File: src/rtl/leds_racer_race_ctrl.sv
// Race controller for the LED racer game. It runs the idle/countdown/race/finish flow and
// hands position snapshots to the LED frame streamer over a req/ack handshake.
module leds_racer_race_ctrl #(
    parameter int MAX_POS      = 109,
    parameter int COUNT_CYCLES = 50000000,
    localparam int PW          = $clog2(MAX_POS + 1)
) (
    input  logic          clk,
    input  logic          rst_n,
    input  logic [3:0]    press,
    input  logic          force_reset,
    input  logic          frame_ack,
    output logic          frame_req,
    output logic [PW-1:0] pos_blue,
    output logic [PW-1:0] pos_red,
    output logic [PW-1:0] pos_green,
    output logic [PW-1:0] pos_yellow,
    output logic [1:0]    game_state,
    output logic [1:0]    winner,
    output logic          winner_valid
);

    localparam int CW = (COUNT_CYCLES > 1) ? $clog2(COUNT_CYCLES) : 1;

    typedef enum logic [1:0] {
        IDLE      = 2'd0,
        COUNTDOWN = 2'd1,
        RACE      = 2'd2,
        FINISH    = 2'd3
    } state_t;

    state_t          state_q, state_d;
    logic [CW-1:0]   cnt_q, cnt_d;
    logic [PW-1:0]   pos_q [4];
    logic [PW-1:0]   pos_d [4];
    logic [1:0]      win_q, win_d;
    logic            win_valid_q, win_valid_d;
    logic            dirty_q;
    logic            changed;
    logic            arrived;
    logic            snap;

    logic [PW-1:0]   snap_pos_q [4];
    logic [1:0]      snap_state_q;
    logic [1:0]      snap_win_q;
    logic            snap_win_valid_q;

    always_comb begin
        state_d     = state_q;
        cnt_d       = cnt_q;
        win_d       = win_q;
        win_valid_d = win_valid_q;
        arrived     = 1'b0;
        for (int i = 0; i < 4; i++) pos_d[i] = pos_q[i];

        if (force_reset) begin
            state_d     = IDLE;
            cnt_d       = '0;
            win_d       = 2'd0;
            win_valid_d = 1'b0;
            for (int i = 0; i < 4; i++) pos_d[i] = '0;
        end else begin
            unique case (state_q)
                IDLE: begin
                    if (|press) begin
                        state_d = COUNTDOWN;
                        cnt_d   = CW'(COUNT_CYCLES - 1);
                    end
                end
                COUNTDOWN: begin
                    if (cnt_q == '0) state_d = RACE;
                    else             cnt_d   = cnt_q - 1'b1;
                end
                RACE: begin
                    for (int i = 0; i < 4; i++) begin
                        if (press[i] && (pos_q[i] != PW'(MAX_POS))) pos_d[i] = pos_q[i] + 1'b1;
                    end
                    // Scan from yellow down so the lowest arriving index is the one kept.
                    for (int i = 3; i >= 0; i--) begin
                        if (pos_d[i] == PW'(MAX_POS)) begin
                            arrived = 1'b1;
                            win_d   = 2'(i);
                        end
                    end
                    if (arrived) begin
                        state_d     = FINISH;
                        win_valid_d = 1'b1;
                    end
                end
                FINISH: begin
                    state_d = FINISH;
                end
                default: begin
                    state_d = IDLE;
                end
            endcase
        end

        changed = force_reset || (state_d != state_q) || (win_d != win_q) ||
                  (win_valid_d != win_valid_q);
        for (int i = 0; i < 4; i++) begin
            if (pos_d[i] != pos_q[i]) changed = 1'b1;
        end
    end

    assign snap = !frame_req && dirty_q;

    always_ff @(posedge clk or negedge rst_n) begin
        if (!rst_n) begin
            state_q          <= IDLE;
            cnt_q            <= '0;
            win_q            <= 2'd0;
            win_valid_q      <= 1'b0;
            dirty_q          <= 1'b1;
            frame_req        <= 1'b0;
            snap_state_q     <= 2'd0;
            snap_win_q       <= 2'd0;
            snap_win_valid_q <= 1'b0;
            for (int i = 0; i < 4; i++) begin
                pos_q[i]      <= '0;
                snap_pos_q[i] <= '0;
            end
        end else begin
            state_q     <= state_d;
            cnt_q       <= cnt_d;
            win_q       <= win_d;
            win_valid_q <= win_valid_d;
            for (int i = 0; i < 4; i++) pos_q[i] <= pos_d[i];

            // A change on a snapshot edge keeps dirty set, so a follow-up frame is requested.
            if (changed)   dirty_q <= 1'b1;
            else if (snap) dirty_q <= 1'b0;

            if (snap) begin
                frame_req        <= 1'b1;
                snap_state_q     <= state_q;
                snap_win_q       <= win_q;
                snap_win_valid_q <= win_valid_q;
                for (int i = 0; i < 4; i++) snap_pos_q[i] <= pos_q[i];
            end else if (frame_req && frame_ack) begin
                frame_req <= 1'b0;
            end
        end
    end

    assign pos_blue     = snap_pos_q[0];
    assign pos_red      = snap_pos_q[1];
    assign pos_green    = snap_pos_q[2];
    assign pos_yellow   = snap_pos_q[3];
    assign game_state   = snap_state_q;
    assign winner       = snap_win_q;
    assign winner_valid = snap_win_valid_q;

endmodule

File: config.mk
export PLATFORM = sky130hd
export DESIGN_NAME = leds_racer_race_ctrl
export DESIGN_NICKNAME = d
export VERILOG_FILES = /design/src/rtl/leds_racer_race_ctrl.sv
export SDC_FILE = /design/constraint.sdc
export NUM_CORES = 1
export LEC_CHECK = 0
export ABC_AREA = 0
export CORE_MARGIN = 2
export CORE_UTILIZATION = 45
export DETAILED_ROUTE_END_ITERATION = 12
export SLEW_MARGIN = 20
export SYNTH_ARGS = -nofsm -noshare
export SYNTH_HDL_FRONTEND = slang
export SYNTH_SLANG_ARGS = --single-unit
File: constraint.sdc
create_clock -name clk -period 3.3 [get_ports clk]
set_clock_uncertainty 0.05 [all_clocks]
set_input_delay 0.66 -clock clk [delete_from_list [all_inputs] [get_ports clk]]
set_output_delay 0.66 -clock clk [all_outputs]
set_load 0.005 [all_outputs]
==> Flow_metrics.wiki <==
{| class="wikitable"
! Metric !! Value
|-
| Outcome || completed
|-
| Area of the multi-input gates || ~0.0026 mm²
|-
| Total length of routed wires || 11300 µm
|-
| Number of fill cells in the layout || between 1000 and 1500
|-
| Clock slew seen by the registers of the worst setup and hold paths || roughly 0.070 ns
|-
| Ant. Diodes || 0
|-
| Mean instance size in the synthesized netlist || between 9 and 10 µm²
|-
| Detailed-route vias per instance || between 5 and 6
|-
| Post-DRT Antenna Nets || 0
|-
| Part of the power in combinational logic || around 14%
|-
| Count of max-cap constraint violations || 0
|-
| Deepest clock path buffer count || 2
|-
| Post-synth EDFFs || 0
|-
| Final Critical Period || 2.73 ns
|-
| Wire length on met1 || 5630 µm
|-
| Final number of setup-violating endpoints || 0
|-
| Slew Limit Fails || 0
|-
| Number of I/O pins || 42
|-
| Number of buffers added to fix hold violations after cts || 0
|-
| Synth warn || 0
|-
| Proportion of netlist area held by the largest area contributor || 45.6%
|-
| Die Span X || 111 µm
|-
| Largest net degree at the start of global routing || 41
|-
| Slack of the worst reg-to-reg path || 0.61 ns
|-
| Primary flip-flop cell chosen by synthesis mapping || sky130_fd_sc_hd__dfrtp_1
|-
| Type of element launching the critical path || input port
|-
| Setup repair after global routing missed its margin || no
|-
| Total area of sequential cells || around 0.0024 mm²
|-
| Worst-skew pair later-pin latency || 0.35 ns
|-
| Core area || 0.0109 mm²
|-
| Initial Util || 46.7%
|-
| Number of buffers added by the clock tree synthesis step || 9
|-
| Post-synth top area cell || sky130_fd_sc_hd__dfrtp_1
|-
| Internal power summed over all cells || 1.85 mW
|-
| Peak supply drop || ~0.29 mV
|-
| H-Tree Depth || 3
|-
| Post_cts resized || 0
|-
| Met2 Wirelength || just over 5000 µm
|-
| Net count of the mapped netlist || 534
|-
| Sw frac || around 28%
|-
| Initial antenna violation count || 0
|-
| Cell at the root of the clock tree || sky130_fd_sc_hd__clkbuf_16
|-
| Standard-cell row count || 38
|-
| CTS tree || built
|-
| Switching component of the power || 0.711 mW
|-
| Placer's final routability congestion estimate || slightly above 0.8
|-
| Synth cell types || 69
|-
| Share of total power in the clock network || 38.0%
|-
| Num Clock Sinks || 94
|-
| Highest layer used for signal routing || met4
|-
| Part of the cycle the worst path needs || between 80% and 90%
|-
| Count of state elements after synthesis || 94
|-
| Routed wire length on met3 || roughly 350 µm
|-
| Via Count || roughly 4000
|-
| Capturing element type of the critical path || register
|-
| Worst EP arrival || 2.95 ns
|-
| Chip Height || 111 µm
|-
| Sequential power share || 48.0%
|-
| Relative slew slack || 57.3%
|-
| Total standard cell area after synthesis || 0.00510 mm²
|-
| Fraction of registers with async set/reset || 100%
|-
| Accumulated negative setup slack || 0 ns
|-
| Total global-route track usage || 19.2%
|-
| Most frequently used cell type in the post-synthesis netlist || sky130_fd_sc_hd__dfrtp_1
|-
| # port buffers || 41
|-
| Gate Count Post-Synth || about 520
|-
| Transition time at the pin with the least slew margin || 0.635 ns
|-
| Number of hold violations in the final report || 0
|-
| Sequential element share of the synthesized area || a little under half
|-
| DIE AREA || 0.0122 mm²
|-
| Post-CTS setup buffer count || 0
|-
| Leakage || roughly 2.5 nW
|-
| Per-cell routed wire length || 16.3 µm
|-
| Net count of the finished layout || 564
|-
| Synth area leaders || sky130_fd_sc_hd__dfrtp_1 (46%), sky130_fd_sc_hd__mux2_2 (5.7%), sky130_fd_sc_hd__nor2_1 (3.9%)
|-
| Required @ worst endpoint || 3.52 ns
|-
| Worst-path fanout max || 16
|-
| Achievable clock frequency || 0.367 GHz
|-
| Post-route worst hold slack || 0.212 ns
|-
| DRC || 0
|-
| Worst min-delay path category || in2async
|-
| Global-route wire length before repair || 19400 µm
|-
| Violation count after the first detailed-routing iteration || 171
|-
| Total congestion overflow after global routing || 0
|-
| Fraction of layout instances using a drive strength above 1 || 12.1%
|-
| Final HPWL from detailed placement || approximately 7900 µm
|-
| Commonest cells in the synthesized netlist || sky130_fd_sc_hd__dfrtp_1 (93), sky130_fd_sc_hd__nor2_1 (53), sky130_fd_sc_hd__nand2_1 (31)
|-
| Number of global-route vias before repair || 3901
|-
| Logic depth of the worst register-to-register path || 8
|-
| Critical Setup Path Class || in2reg
|-
| Number of optimization iterations in the first detailed-route pass || 5
|-
| Power per standard cell area || 435 mW/mm²
|-
| Area growth from synthesis to layout || 15.4%
|}
-- placed cells by master, fill, tap and decap left out, drive strengths merged, types with 12 or more instances in the layout --
master / Yosys / routed
dfrtp: 93 / 93
mux2: 26 / 26
nand2: 32 / 32
xnor2: 13 / 13
o21ai: 21 / 21
xor2: 21 / 21
nand4: 18 / 18
nor2: 54 / 54
nor3: 17 / 17
clkdlybuf4s50: 0 / 39
nand3: 15 / 15
inv: 12 / 14
a21oi: 29 / 29
buf: 9 / 12
-- power groups by stage --
stage | Sequential [mW] | Combinational (mW) | Clock, mW
2_1_floorplan | 1.24 | 0.246 | 0
3_3_place_gp | 1.25 | 0.357 | 0
3_5_place_dp | 1.25 | 0.361 | 0
4_1_cts | 1.23 | 0.363 | 1.00
5_1_grt | 1.24 | 0.396 | 1.05
6_report | 1.23 | 0.357 | 0.976
-- layout make-up --
cell class                 count  area share, %
inverter                      12          0.764
timing repair buffer          51           8.11
multi-input combinational    379           43.6
tap                          140           2.97
clock inverter                 7          0.807
clock buffer                   9           3.82
sequential                    94           39.9
-- state kept, by name (all words and copies together) (netlist names), 7 cells and up --
register and cells:
pos_red 7, pos_green 7, pos_blue 7, cnt_q 26, pos_q 28, pos_yellow 7
-- path summary, 6_finish.rpt --
check	endpoint	startpoint
max in group asynchronous	dirty_q	rst_n
setup reg to reg	win_valid_q	pos_q[8]
hold reg to reg	pos_yellow[1]	pos_yellow[1]
setup / recovery	cnt_q[0]	press[0]
hold / removal	pos_yellow[6]	rst_n
min in group clk	pos_yellow[1]	pos_yellow[1]
-- worst max-delay path: stages --
cell	delay [ns]
sky130_fd_sc_hd__clkdlybuf4s50_1	0.48
sky130_fd_sc_hd__or4_1	0.57
sky130_fd_sc_hd__nor3_2	0.28
sky130_fd_sc_hd__nor2_4	0.12
sky130_fd_sc_hd__and2_1	0.38
sky130_fd_sc_hd__and3_1	0.29
sky130_fd_sc_hd__nor3_1	0.15
-- through the flow --
| stage | instance area [µm²] | cells | setup slack, ns | util, % | power [mW] |
|---|---|---|---|---|---|
| after floorplan | 5100 | 517 | 0.904 | - | 1.49 |
| after global placement | 5620 | 676 | 0.257 | 51.4 | 1.61 |
| after detailed placement | 5620 | 676 | 0.230 | 51.4 | 1.61 |
| after CTS | 5890 | 692 | 0.598 | 53.9 | 2.60 |
| after global routing | 5890 | 692 | 0.367 | 53.9 | 2.69 |
| final | 5890 | 692 | 0.574 | 53.9 | 2.56 |
-- per-layer routing --
| layer | GRT usage, % | up-vias |
|---|---|---|
| li1 | - | 1935 |
| met1 | 26.8 | 1986 |
| met2 | 29.9 | 85 |
| met3 | 2.80 | 15 |
| met4 | 8.00 | 0 |
| met5 | 0 | - |
-- logic make-up (layout without fill, tap and decap cells) --
kind of cell / count (synthesis) / count (layout) / share of synthesized area, %
AND/OR/NAND/NOR: 204 / 204 / 22.6
AO/OA/AOI/OAI: 102 / 102 / 13.1
flip-flops: 94 / 94 / 46.1
buffers and inverters: 44 / 79 / 3.60
XOR/XNOR: 34 / 34 / 5.83
multiplexers: 30 / 30 / 6.52
adder cells (fa/ha/maj): 9 / 9 / 2.21
No activity file was read; power rests on OpenSTA's default activity.
